[config.mk]
export PLATFORM = sky130hd
export DESIGN_NAME = debug_display_ctrl
export DESIGN_NICKNAME = d
export VERILOG_FILES = /design/src/rtl/debug_display_ctrl.sv
export SDC_FILE = /design/constraint.sdc
export NUM_CORES = 1
export LEC_CHECK = 0
export CAP_MARGIN = 20
export CORE_MARGIN = 5
export CORE_UTILIZATION = 45
export CTS_BUF_LIST = sky130_fd_sc_hd__clkbuf_8
export DETAILED_ROUTE_END_ITERATION = 10
export PLACE_DENSITY = 0.84
export RECOVER_POWER = 25
export SLEW_MARGIN = 25
export SYNTH_ARGS = -nofsm -noshare
export SYNTH_HDL_FRONTEND = slang
export SYNTH_HIERARCHICAL = 1
export SYNTH_SLANG_ARGS = --single-unit
[constraint.sdc]
create_clock -name clk -period 6.09 [get_ports clk]
set_input_delay 1.218 -clock clk [delete_from_list [all_inputs] [get_ports clk]]
set_output_delay 1.218 -clock clk [all_outputs]
set_load 0.1 [all_outputs]
[src/rtl/debug_display_ctrl.sv]
`default_nettype none
// ============================================================================
// Module   : debug_display_ctrl  (with helper debug_display_debounce)
// Purpose  : Picks one of NSRC 32-bit debug sources for the 8-digit hex
//            seven-segment decoder. Pages advance on a debounced push-button
//            or an auto-cycle timer; a second button toggles a freeze
//            (snapshot) mode. Page-indicator LEDs are driven one-hot.
// Ports    : clk         - system clock
//            reset_n     - synchronous active-low reset
//            src_val     - packed sources, source i = src_val[32*i +: 32]
//            btn_next    - raw async button, advance page
//            btn_freeze  - raw async button, toggle freeze
//            auto_en     - enables auto-cycling
//            debugval    - registered value to the seven-segment decoder
//            page        - current page index
//            page_onehot - LED indicator, bit[page] set
//            frozen      - freeze mode active
// Revision : 1.0 - initial release
// ============================================================================

// Two-FF synchronizer followed by a four-state debouncer. The press pulse is
// combinational on the WAIT_HI -> HIGH transition so it lines up with the
// edge at which the debounced level goes high.
module debug_display_debounce #(
  parameter int CYCLES = 4
) (
  input  logic clk,
  input  logic reset_n,
  input  logic raw,
  output logic press
);
  localparam int CW = (CYCLES > 1) ? $clog2(CYCLES) : 1;
  localparam logic [CW-1:0] CNT_LAST = CW'(CYCLES - 1);

  typedef enum logic [1:0] {
    LOW     = 2'd0,
    WAIT_HI = 2'd1,
    HIGH    = 2'd2,
    WAIT_LO = 2'd3
  } state_t;

  state_t          state, state_nxt;
  logic [CW-1:0]   cnt, cnt_nxt;
  logic            sync_meta, sync;

  always_ff @(posedge clk) begin
    if (!reset_n) begin
      sync_meta <= 1'b0;
      sync      <= 1'b0;
      state     <= LOW;
      cnt       <= '0;
    end else begin
      sync_meta <= raw;
      sync      <= sync_meta;
      state     <= state_nxt;
      cnt       <= cnt_nxt;
    end
  end

  always_comb begin
    state_nxt = state;
    cnt_nxt   = cnt;
    press     = 1'b0;
    case (state)
      LOW: begin
        if (sync) begin
          state_nxt = WAIT_HI;
          cnt_nxt   = '0;
        end
      end
      WAIT_HI: begin
        if (!sync) begin
          state_nxt = LOW;
        end else if (cnt == CNT_LAST) begin
          state_nxt = HIGH;
          press     = 1'b1;
        end else begin
          cnt_nxt = cnt + 1'b1;
        end
      end
      HIGH: begin
        if (!sync) begin
          state_nxt = WAIT_LO;
          cnt_nxt   = '0;
        end
      end
      WAIT_LO: begin
        if (sync) begin
          state_nxt = HIGH;
        end else if (cnt == CNT_LAST) begin
          state_nxt = LOW;
        end else begin
          cnt_nxt = cnt + 1'b1;
        end
      end
      default: state_nxt = LOW;
    endcase
  end
endmodule

module debug_display_ctrl #(
  parameter int NSRC            = 4,
  parameter int DEBOUNCE_CYCLES = 500000,
  parameter int AUTO_CYCLES     = 50000000,
  localparam int PW             = $clog2(NSRC)
) (
  input  logic                 clk,
  input  logic                 reset_n,
  input  logic [NSRC*32-1:0]   src_val,
  input  logic                 btn_next,
  input  logic                 btn_freeze,
  input  logic                 auto_en,
  output logic [31:0]          debugval,
  output logic [PW-1:0]        page,
  output logic [NSRC-1:0]      page_onehot,
  output logic                 frozen
);
  localparam int AW = $clog2(AUTO_CYCLES);
  localparam logic [AW-1:0] AUTO_LAST = AW'(AUTO_CYCLES - 1);
  localparam logic [PW-1:0] PAGE_LAST = PW'(NSRC - 1);

  logic          next_press, freeze_press;
  logic          frozen_nxt, tick, advance;
  logic [PW-1:0] page_nxt;
  logic [AW-1:0] auto_cnt, auto_cnt_nxt;
  logic [31:0]   sel_val;

  debug_display_debounce #(.CYCLES(DEBOUNCE_CYCLES)) u_db_next (
    .clk     (clk),
    .reset_n (reset_n),
    .raw     (btn_next),
    .press   (next_press)
  );

  debug_display_debounce #(.CYCLES(DEBOUNCE_CYCLES)) u_db_freeze (
    .clk     (clk),
    .reset_n (reset_n),
    .raw     (btn_freeze),
    .press   (freeze_press)
  );

  always_comb begin
    frozen_nxt   = frozen ^ freeze_press;
    tick         = auto_en && !frozen && (auto_cnt == AUTO_LAST);
    // Judging the advance against the post-toggle freeze state drops a
    // press that coincides with entering freeze but honours one that
    // coincides with leaving it.
    advance      = (next_press || tick) && !frozen_nxt;
    page_nxt     = page;
    if (advance) begin
      page_nxt = (page == PAGE_LAST) ? '0 : page + PW'(1);
    end
    auto_cnt_nxt = auto_cnt + 1'b1;
    if (!auto_en || frozen || next_press || tick) begin
      auto_cnt_nxt = '0;
    end
    sel_val      = src_val[32*int'(page) +: 32];
  end

  always_ff @(posedge clk) begin
    if (!reset_n) begin
      page        <= '0;
      page_onehot <= NSRC'(1);
      debugval    <= '0;
      frozen      <= 1'b0;
      auto_cnt    <= '0;
    end else begin
      page        <= page_nxt;
      page_onehot <= NSRC'(1) << page_nxt;
      frozen      <= frozen_nxt;
      auto_cnt    <= auto_cnt_nxt;
      if (!frozen) begin
        debugval <= sel_val;
      end
    end
  end
endmodule
`default_nettype wire

==> summary.md, run 1 <==
| Metric | Value |
|---|---|
| Initial antenna violation count | 0 |
| GPL Wtd Cong | 0.929 |
| Syn avg cell area | 10.1 um^2 |
| Maximum vdd drop | 0.104 mV |
| Die area | 15,000 um^2 |
| # DRC | 0 |
| Clk slew on worst S/H paths | 110 ps |
| Hold crit path type | register to register |
| Total wire length | 15,200 um |
| Share of cells above drive strength 1 | 10.6% |
| Number of global-route vias before repair | 4,964 |
| Setup TNS | 0 ps |
| Pwr dens | 183 nW/um^2 |
| Via count | 4,927 |
| Clk Latency, worst-skew pair | 370 ps |
| CP max FO | 2 |
| Met1 usage | 23.9% |
| Clock sinks | 111 |
| Die height | 122 um |
| CP cell instances | clkdlybuf4s50_1 |
| Post-synth top area cell | dfxtp_1 |
| Initial DRC Count | 332 |
| Status | completed |
| Post-route ant nets | 0 |
| #FFs+latches synth | 111 |
| Clock Skews | 15.0 ps |
| Post-CTS sizing | 0 |
| CP Class | register to primary output |
| CTS tree | done |
| Register area share after synthesis | 39.1% |
| GRT Util Overall | 20.0% |
| Rows | 41 |
| Hold_buf cts | 0 |
| Top Family by Delay on Critical Path | buffers and inverters |
| Worst Slack Setup Final | 2950 ps |
| Pins Over Slew Limit | 0 |
| Actual slew at the worst max-slew pin | 1170 ps |
| GRT met3 Usage | 3.55% |
| Yosys Warn Count | 6 |
| Core region area | 12,500 um^2 |
| Slowest CP cell | clkdlybuf4s50_1 |
| Min cycle time layout | 3140 ps |
| Dpl ws | 2680 ps |
| Synth Instances | 560 |
| Most common library cell in the layout ignoring fill and taps | clkdlybuf4s50_1 |
| Drt first pass iters | 5 |
| Wire length of the first global-routing pass | 24,000 um |
| CTS buffer count | 9 |
| CP Buf/Inv Count | 1 |
| Netlist cell types | 59 |
| Area Overhead vs Synth | 35.1% |
| GR Util met2 | 35.7% |
| Die Wd | 122 um |
| Worst setup SP type | register |
| Post-CTS setup buffer count | 0 |
| Most frequent cells in the layout | 170 x clkdlybuf4s50_1, 109 x dfxtp_1, 85 x nor2_1 |
| Vias/cell | 5.49 |
| Post-synth top area share | 39.1% |
| Syn Nets | 697 |
| Initial Util | 45.4% |
| Crit share post-route | 51.6% |
| Total gr overflow | 0 |
| Worst EP arrival | 1930 ps |
| Max incr delay on CP | 1190 ps |
| Clock H-tree levels | 3 |
| Post-synth EDFFs | 0 |
| Max Cap Viol | 0 |
| Largest net degree at the start of global routing | 40 |
| Ranking of synthesized cells by area | dfxtp_1 39%, mux4_2 13%, mux2i_1 6.0% |
| Final nets | 857 |
| Synthesized area | 5680 um^2 |
| Critical Path End Type | primary output |
| Antenna diode count | 0 |
| Fmax | 318 MHz |
| Main synth FF type | dfxtp_1 |
| Routed len/inst | 17.0 um |
| CTS root buffer | clkbuf_8 |
| Async SR Flop Fraction | 0% |
| IO buf count | 171 |
| Post-DP HPWL | 11,800 um |
| Required time worst endpoint | 4870 ps |
| Rel. slew slack | 21.9% |
| Ports | 172 |
| GR peak layer | met2 |
| Pleak | 2.58 nW |
| Final Hold Vio Count | 0 |
| Worst-case clock buffer depth | 2 |
| RSZ-0062 raised after global routing | no |
| # setup viols final | 0 |
[layout make-up]
class / instances / area, um^2
Fill cell: 1023 / 4840
Multi-Input combinational cell: 419 / 3300
Sequential cell: 111 / 2220
Timing Repair Buffer: 174 / 1730
Tap cell: 172 / 215
Clock buffer: 10 / 138
Clock inverter: 6 / 43.8
Inverter: 5 / 18.8
[through the flow]
step	power [mW]	instance area, um^2	util [%]	cells	hold WS, ps
floorplan	0.889	5680	-	560	412
global route	1.46	7670	61.3	897	478
detailed placement	1.01	7490	59.9	881	436
finish	1.41	7670	61.3	897	447
global placement	1.00	7490	59.9	881	430
CTS	1.42	7670	61.3	897	459
[worst paths after layout]
path,from,to,slack (ps),cells after the start
setup / recovery,debugval[13]$_SDFFE_PN0N_,debugval[13],2950,1
setup reg to reg,u_db_next/cnt[5]$_SDFFE_PN0P_,auto_cnt[12]$_SDFF_PP0_,3230,8
hold reg to reg,u_db_next/sync_meta$_SDFF_PN0_,u_db_next/sync$_SDFF_PN0_,450,1
hold / removal,u_db_next/sync_meta$_SDFF_PN0_,u_db_next/sync$_SDFF_PN0_,450,1
[kinds of logic after synthesis]
family / after synthesis / share of synthesized area, %
and+or+nand+nor: 245 / 23.9
adders and majority gates: 4 / 0.881
buffers and inverters: 30 / 2.78
muxes: 68 / 19.1
DFF: 111 / 39.1
AOI/OAI and AO/OA: 54 / 6.52
xor gates and xnor gates: 48 / 7.67
[cell usage after synthesis, drive strengths merged (2+ instances only)]
library cell,n
dfxtp,111
and3,9
and4,12
buf,15
a21o,2
and2,10
a32oi,2
nand4,20
nand2,29
xnor2,18
mux2i,34
a211oi,2
nand3,26
a21oi,16
o22ai,2
nor3b,5
nand2b,4
mux2,2
nor4bb,2
ha,4
a41oi,2
mux4,32
nor4,6
nand4b,2
a32o,2
inv,5
o21a,2
nor2,86
clkbuf,10
or2b,6
a22o,2
o21ai,8
a31oi,12
nor3,16
nor4b,2
nor2b,5
and4bb,2
xor2,30
[power breakdown]
group          internal (mW)  switching, mW
Clock                  0.163          0.252
Combinational          0.116          0.129
Sequential             0.739        0.00796
[sequential cells by signal, summed over array words and instances, names as in the netlist, named ones only]
name,flops
frozen,1
auto_cnt,26
u_db_next/sync,1
u_db_freeze/sync,1
u_db_freeze/cnt,19
u_db_next/state,1
page,2
u_db_freeze/state,1
u_db_freeze/sync_meta,1
debugval,32
u_db_next/sync_meta,1
page_onehot,4
u_db_next/cnt,19
[per-layer routing]
layer	share of wire [%]	routed length [um]
met1	39	5970
met2	54	8150
met3	5.1	772
met4	2.2	330
met5	0	0
Power figures use the tool's default switching activity.
==> run 2: changes to the inputs <==
==> constraint.sdc (replaced) <==
create_clock -name clk -period 3.1 [get_ports clk]
set_input_delay 0.62 -clock clk [delete_from_list [all_inputs] [get_ports clk]]
set_output_delay 0.62 -clock clk [all_outputs]
set_load 0.1 [all_outputs]
==> summary.md, run 2 (same netlist as run 1, synthesis figures left out) <==
| Metric | Value |
|---|---|
| RSZ-0062 raised after global routing | no (unchanged) |
| Biggest regs | debugval x32, auto_cnt x26 (unchanged) |
| Crit share post-route | 81.3% |
| Final nets | 864 (was 857) |
| Clock Skews | 10.8 ps (was 15.0 ps) |
| Hold_buf cts | 0 (unchanged) |
| Rows | 41 (unchanged) |
| Routed len/inst | 17.4 um (was 17.0 um) |
| Hold Path Depth | 1 (unchanged) |
| Pins Over Slew Limit | 0 (unchanged) |
| CTS tree | done (unchanged) |
| Post-CTS sizing | 0 (unchanged) |
| Number of global-route vias before repair | 5,054 (was 4,964) |
| Critical Path End Type | register (was primary output) |
| # setup viols final | 0 (unchanged) |
| Clock sinks | 111 (unchanged) |
| FF-to-FF End | page_onehot[0]$_SDFF_PN1_ (was auto_cnt[12]$_SDFF_PP0_) |
| Share of cells above drive strength 1 | 12.0% (was 10.6%) |
| Drt first pass iters | 5 (unchanged) |
| R2R Setup Slk | 580 ps (was 3230 ps) |
| Antenna diode count | 0 (unchanged) |
| Utilization after layout | 60.4% (was 61.3%) |
| Register-to-Register Path Depth | 8 (unchanged) |
| Post-DP HPWL | 12,200 um (was 11,800 um) |
| Total wire length | 15,700 um (was 15,200 um) |
| CP Class | register to register (was register to primary output) |
| FILL cells | 1,028 (was 1,023) |
| Area Overhead vs Synth | 33.2% (was 35.1%) |
| Post-CTS setup buffer count | 0 (unchanged) |
| Initial antenna violation count | 0 (unchanged) |
| Maximum vdd drop | 0.319 mV (was 0.104 mV) |
| Most frequent cells in the layout | 131 x clkdlybuf4s50_1, 109 x dfxtp_1, 85 x nor2_1 (was 170 x clkdlybuf4s50_1, 109 x dfxtp_1, 85 x nor2_1) |
| Max Cap Viol | 0 (unchanged) |
| Vias/cell | 5.50 (was 5.49) |
| Worst setup SP type | register (unchanged) |
| Total gr overflow | 0 (unchanged) |
| Clk slew on worst S/H paths | 100 ps (was 110 ps) |
| Actual slew at the worst max-slew pin | 1270 ps (was 1170 ps) |
| GRT Util Overall | 20.4% (was 20.0%) |
| Worst EP arrival | 2810 ps (was 1930 ps) |
| Worst-case clock buffer depth | 2 (unchanged) |
| FF+latch area | 2220 um^2 (unchanged) |
| Pwr dens | 387 nW/um^2 (was 183 nW/um^2) |
| Worst setup path endpoint | page_onehot[0]$_SDFF_PN1_ (was debugval[13]) |
| CTS buffer count | 9 (unchanged) |
| Die height | 122 um (unchanged) |
| Die Wd | 122 um (unchanged) |
| Fmax | 397 MHz |
| Die area | 15,000 um^2 (unchanged) |
| Ports | 172 (unchanged) |
| Required time worst endpoint | 3390 ps (was 4870 ps) |
| Final Hold Vio Count | 0 (unchanged) |
| Biggest register | debugval (unchanged) |
| Worst r2r src | u_db_freeze/cnt[8]$_SDFFE_PN0P_ (was u_db_next/cnt[5]$_SDFFE_PN0P_) |
| Initial DRC Count | 408 (was 332) |
| GPL Wtd Cong | 0.896 (was 0.929) |
| Wire length of the first global-routing pass | 24,700 um (was 24,000 um) |
| Pleak | 2.59 nW (was 2.58 nW) |
| Core region area | 12,500 um^2 (unchanged) |
| Status | completed (unchanged) |
| Min cycle time layout | 2520 ps |
| Rel. slew slack | 15.7% (was 21.9%) |
| CP max FO | 7 (was 2) |
| Largest register FFs | 32 (unchanged) |
| Initial Util | 45.4% (unchanged) |
| CTS root buffer | clkbuf_8 (unchanged) |
| Setup TNS | 0 ps (unchanged) |
| Multi-input logic area | 3290 um^2 (was 3300 um^2) |
| Crit path from | u_db_freeze/cnt[8]$_SDFFE_PN0P_ (was debugval[13]$_SDFFE_PN0N_) |
| Most common library cell in the layout ignoring fill and taps | clkdlybuf4s50_1 (unchanged) |
| # DRC | 0 (unchanged) |
| Post-route ant nets | 0 (unchanged) |
| IO buf count | 171 (unchanged) |
| Clock H-tree levels | 3 (unchanged) |
| Hold crit path type | register to register (unchanged) |
| Largest net degree at the start of global routing | 39 (was 40) |
| Clk Latency, worst-skew pair | 380 ps (was 370 ps) |
| Via count | 4,965 (was 4,927) |
run 2: cell count changes in the layout (fill, tap and decap cells not counted), moves of 3 or more:
cell / delta
clkdlybuf4s50_1: -39
clkbuf_1: +30
buf_4: +15
bufinv_16: +3
run 2: stage by stage:
step / setup WS (ps) / power, mW / instance area (um^2) / std cells / hold WS [ps]
2_1_floorplan: 676 / 1.75 / 5680 / 560 / 412
3_3_place_gp: 612 / 1.97 / 7460 / 888 / 424
3_5_place_dp: 598 / 1.98 / 7460 / 888 / 424
4_1_cts: 583 / 2.96 / 7690 / 903 / 451
5_1_grt: 310 / 3.02 / 7570 / 903 / 470
6_report: 581 / 2.92 / 7570 / 903 / 444
run 2: where the power goes:
part,switching [mW],internal [mW]
registers,0.0158,1.45
logic,0.256,0.206
clock network,0.468,0.526
run 2: worst max-delay path: stages, from the launching register on:
cell and delay, ps:
dfxtp_1 390, nor4bb_1 300, and3_4 270, and4_1 200
nand4_1 90, nor3b_1 360, xor2_1 220, or4_1 510
o311ai_1 100
run 2: final cells by class:
class                      count  area share (%)
clock buffer                   9            1.64
clock inverter                 6            1.36
inverter                       5           0.248
multi-input combinational    419            43.5
sequential                   111            29.4
tap                          172            2.84
timing repair buffer         181            21.0
run 2: worst min-delay path by stage:
stage	slack, ps	startpoint	end
2_1_floorplan	410	u_db_freeze/sync_meta$_SDFF_PN0_	u_db_freeze/sync$_SDFF_PN0_
3_3_place_gp	420	u_db_freeze/sync_meta$_SDFF_PN0_	u_db_freeze/sync$_SDFF_PN0_
3_5_place_dp	420	u_db_next/sync_meta$_SDFF_PN0_	u_db_next/sync$_SDFF_PN0_
4_1_cts	450	u_db_next/sync_meta$_SDFF_PN0_	u_db_next/sync$_SDFF_PN0_
5_1_grt	470	u_db_next/sync_meta$_SDFF_PN0_	u_db_next/sync$_SDFF_PN0_
6_report	440	u_db_next/sync_meta$_SDFF_PN0_	u_db_next/sync$_SDFF_PN0_
run 2: layer usage:
metal,up-vias,global-route usage (%),wire length [um]
met2,141,35.9,8290
met4,0,6.44,314
met5,-,0,0
li1,2382,-,-
met3,31,4.15,844
met1,2411,25.2,6260
==> run 3: changes to the inputs <==
==> constraint.sdc (replaced) <==
create_clock -name clk -period 2.65 [get_ports clk]
set_input_delay 0.53 -clock clk [delete_from_list [all_inputs] [get_ports clk]]
set_output_delay 0.53 -clock clk [all_outputs]
set_load 0.1 [all_outputs]
==> summary.md, run 3 (same netlist as run 1, synthesis figures left out) <==
| Metric | Value |
|---|---|
| Status | completed (unchanged) |
| CTS tree | done (unchanged) |
| Total gr overflow | 0 (unchanged) |
| Pwr dens | 426 nW/um^2 (was 387 nW/um^2) |
| FILL cells | 1,064 (was 1,028) |
| Clock sinks | 111 (unchanged) |
| Clk Latency, worst-skew pair | 370 ps (was 380 ps) |
| Worst EP arrival | 2820 ps (was 2810 ps) |
| Sequential fraction of design power | 53.5% (was 50.2%) |
| CP Class | register to register (unchanged) |
| Most frequent cells in the layout | 131 x clkdlybuf4s50_1, 109 x dfxtp_1, 85 x nor2_1 (unchanged) |
| Hold crit path type | register to register (unchanged) |
| Initial Util | 45.4% (unchanged) |
| FF+latch area | 2220 um^2 (unchanged) |
| Maximum vdd drop | 0.247 mV (was 0.319 mV) |
| Share of cells above drive strength 1 | 12.1% (was 12.0%) |
| Sw Share | 27.4% (was 25.3%) |
| Total power | 3.21 mW (was 2.92 mW) |
| Post-route ant nets | 0 (unchanged) |
| Biggest regs | debugval x32, auto_cnt x26 (unchanged) |
| Via count | 4,990 (was 4,965) |
| Max incr delay on CP | 500 ps (was 510 ps) |
| Hold_buf cts | 0 (unchanged) |
| Clk slew on worst S/H paths | 100 ps (about the same) |
| Dpl ws | 102 ps (was 598 ps) |
| Slowest CP cell | or4_1 (unchanged) |
| Core region area | 12,500 um^2 (unchanged) |
| Sw Pwr | 0.878 mW (was 0.740 mW) |
| CP cell instances | nor4bb_1 -> and3_4 -> and4_1 -> nand4_1 -> nor3b_2 -> xor2_1 -> or4_1 -> o311ai_1 (was nor4bb_1 -> and3_4 -> and4_1 -> nand4_1 -> nor3b_1 -> xor2_1 -> or4_1 -> o311ai_1) |
| RSZ-0062 raised after global routing | no (unchanged) |
| Actual slew at the worst max-slew pin | 1260 ps (was 1270 ps) |
| Die area | 15,000 um^2 (unchanged) |
| Ports | 172 (unchanged) |
| CP max FO | 7 (unchanged) |
| # setup viols final | 0 (unchanged) |
| Critical Path End Type | register (unchanged) |
| Worst setup SP type | register (unchanged) |
| Total wire length | 15,500 um (was 15,700 um) |
| Final Hold Vio Count | 0 (unchanged) |
| Min cycle time layout | 2530 ps (was 2520 ps) |
| Die Wd | 122 um (unchanged) |
| Area Overhead vs Synth | 32.7% (was 33.2%) |
| Routed len/inst | 17.2 um (was 17.4 um) |
| Antenna diode count | 0 (unchanged) |
| Required time worst endpoint | 2940 ps (was 3390 ps) |
| Top Family by Delay on Critical Path | simple AND/OR/NAND/NOR gates (unchanged) |
| Worst Slack Setup Final | 122 ps (was 581 ps) |
| Post-CTS setup buffer count | 0 (unchanged) |
| Vias/cell | 5.54 (was 5.50) |
| Rows | 41 (unchanged) |
| IO buf count | 171 (unchanged) |
| Worst-case clock buffer depth | 2 (unchanged) |
| Post-DP HPWL | 12,000 um (was 12,200 um) |
| Die height | 122 um (unchanged) |
| Hold_ws | 443 ps (was 444 ps) |
| Clock Skews | 8.14 ps (was 10.8 ps) |
| Max Cap Viol | 0 (unchanged) |
| Largest net degree at the start of global routing | 39 (unchanged) |
| Pleak | 2.53 nW (was 2.59 nW) |
| GPL Wtd Cong | 0.913 (was 0.896) |
| Pins Over Slew Limit | 0 (unchanged) |
| Most common library cell in the layout ignoring fill and taps | clkdlybuf4s50_1 (unchanged) |
| Final nets | 861 (was 864) |
| Fmax | 396 MHz (was 397 MHz) |
| Wire length of the first global-routing pass | 24,300 um (was 24,700 um) |
| CTS buffer count | 9 (unchanged) |
| Setup TNS | 0 ps (unchanged) |
| Largest register FFs | 32 (unchanged) |
| Number of global-route vias before repair | 4,914 (was 5,054) |
| Initial antenna violation count | 0 (unchanged) |
| Initial DRC Count | 390 (was 408) |
| Part of the power in combinational logic | 16.8% (was 15.8%) |
| GRT Util Overall | 20.0% (was 20.4%) |
| Drt first pass iters | 5 (unchanged) |
| Post-CTS sizing | 0 (unchanged) |
| Biggest register | debugval (unchanged) |
| CP Buf/Inv Count | 0 (unchanged) |
| Rel. slew slack | 16.1% (was 15.7%) |
| Int Pwr | 2.33 mW (was 2.18 mW) |
| Multi-input logic area | 3310 um^2 (was 3290 um^2) |
| CTS root buffer | clkbuf_8 (unchanged) |
| # DRC | 0 (unchanged) |
| Crit share post-route | 95.4% (was 81.3%) |
| Clock H-tree levels | 3 (unchanged) |
| Clock share of power | 29.6% (was 34.0%) |
## run 3: area by class of cell
cell class              count  area share (%)
clock buffers              11            2.01
flip-flops and latches    111            29.5
clock inverters             5           0.448
repair buffers            178            21.0
multi-input cells         419            43.9
inverters                   5           0.249
well taps                 172            2.86
## run 3: power by group through the flow
stage | combinational (mW) | sequential [mW] | clock (mW)
after CTS | 0.562 | 1.72 | 0.970
after global routing | 0.565 | 1.72 | 1.03
after global placement | 0.550 | 1.75 | 0
after detailed placement | 0.559 | 1.76 | 0
final | 0.539 | 1.72 | 0.951
after floorplan | 0.0988 | 1.94 | 0
## run 3: per-layer routing
| layer | up-vias | part of all wire (%) | routed length (um) | track usage, % |
|---|---|---|---|---|
| li1 | 2385 | - | - | - |
| met1 | 2422 | 40 | 6230 | 24.7 |
| met2 | 158 | 52 | 8080 | 35.1 |
| met3 | 25 | 5.1 | 788 | 4.01 |
| met4 | 0 | 2.3 | 359 | 6.37 |
| met5 | - | 0 | 0 | 0 |
## run 3: path summary, 6_finish.rpt
| check | from | to | slack, ps | depth (start not counted) |
|---|---|---|---|---|
| max reg2reg | u_db_freeze/cnt[8]$_SDFFE_PN0P_ | page_onehot[0]$_SDFF_PN1_ | 120 | 8 |
| min | u_db_next/sync_meta$_SDFF_PN0_ | u_db_next/sync$_SDFF_PN0_ | 440 | 1 |
| max | u_db_freeze/cnt[8]$_SDFFE_PN0P_ | page_onehot[0]$_SDFF_PN1_ | 120 | 8 |
| min reg2reg | u_db_next/sync_meta$_SDFF_PN0_ | u_db_next/sync$_SDFF_PN0_ | 440 | 1 |
## run 3: per-stage QoR
| step | instances | utilization, % | area [um^2] |
|---|---|---|---|
| after floorplan | 560 | - | 5680 |
| after global placement | 885 | 59.6 | 7460 |
| after detailed placement | 885 | 59.6 | 7460 |
| after CTS | 901 | 61.1 | 7650 |
| after global routing | 901 | 60.2 | 7530 |
| final | 901 | 60.2 | 7530 |
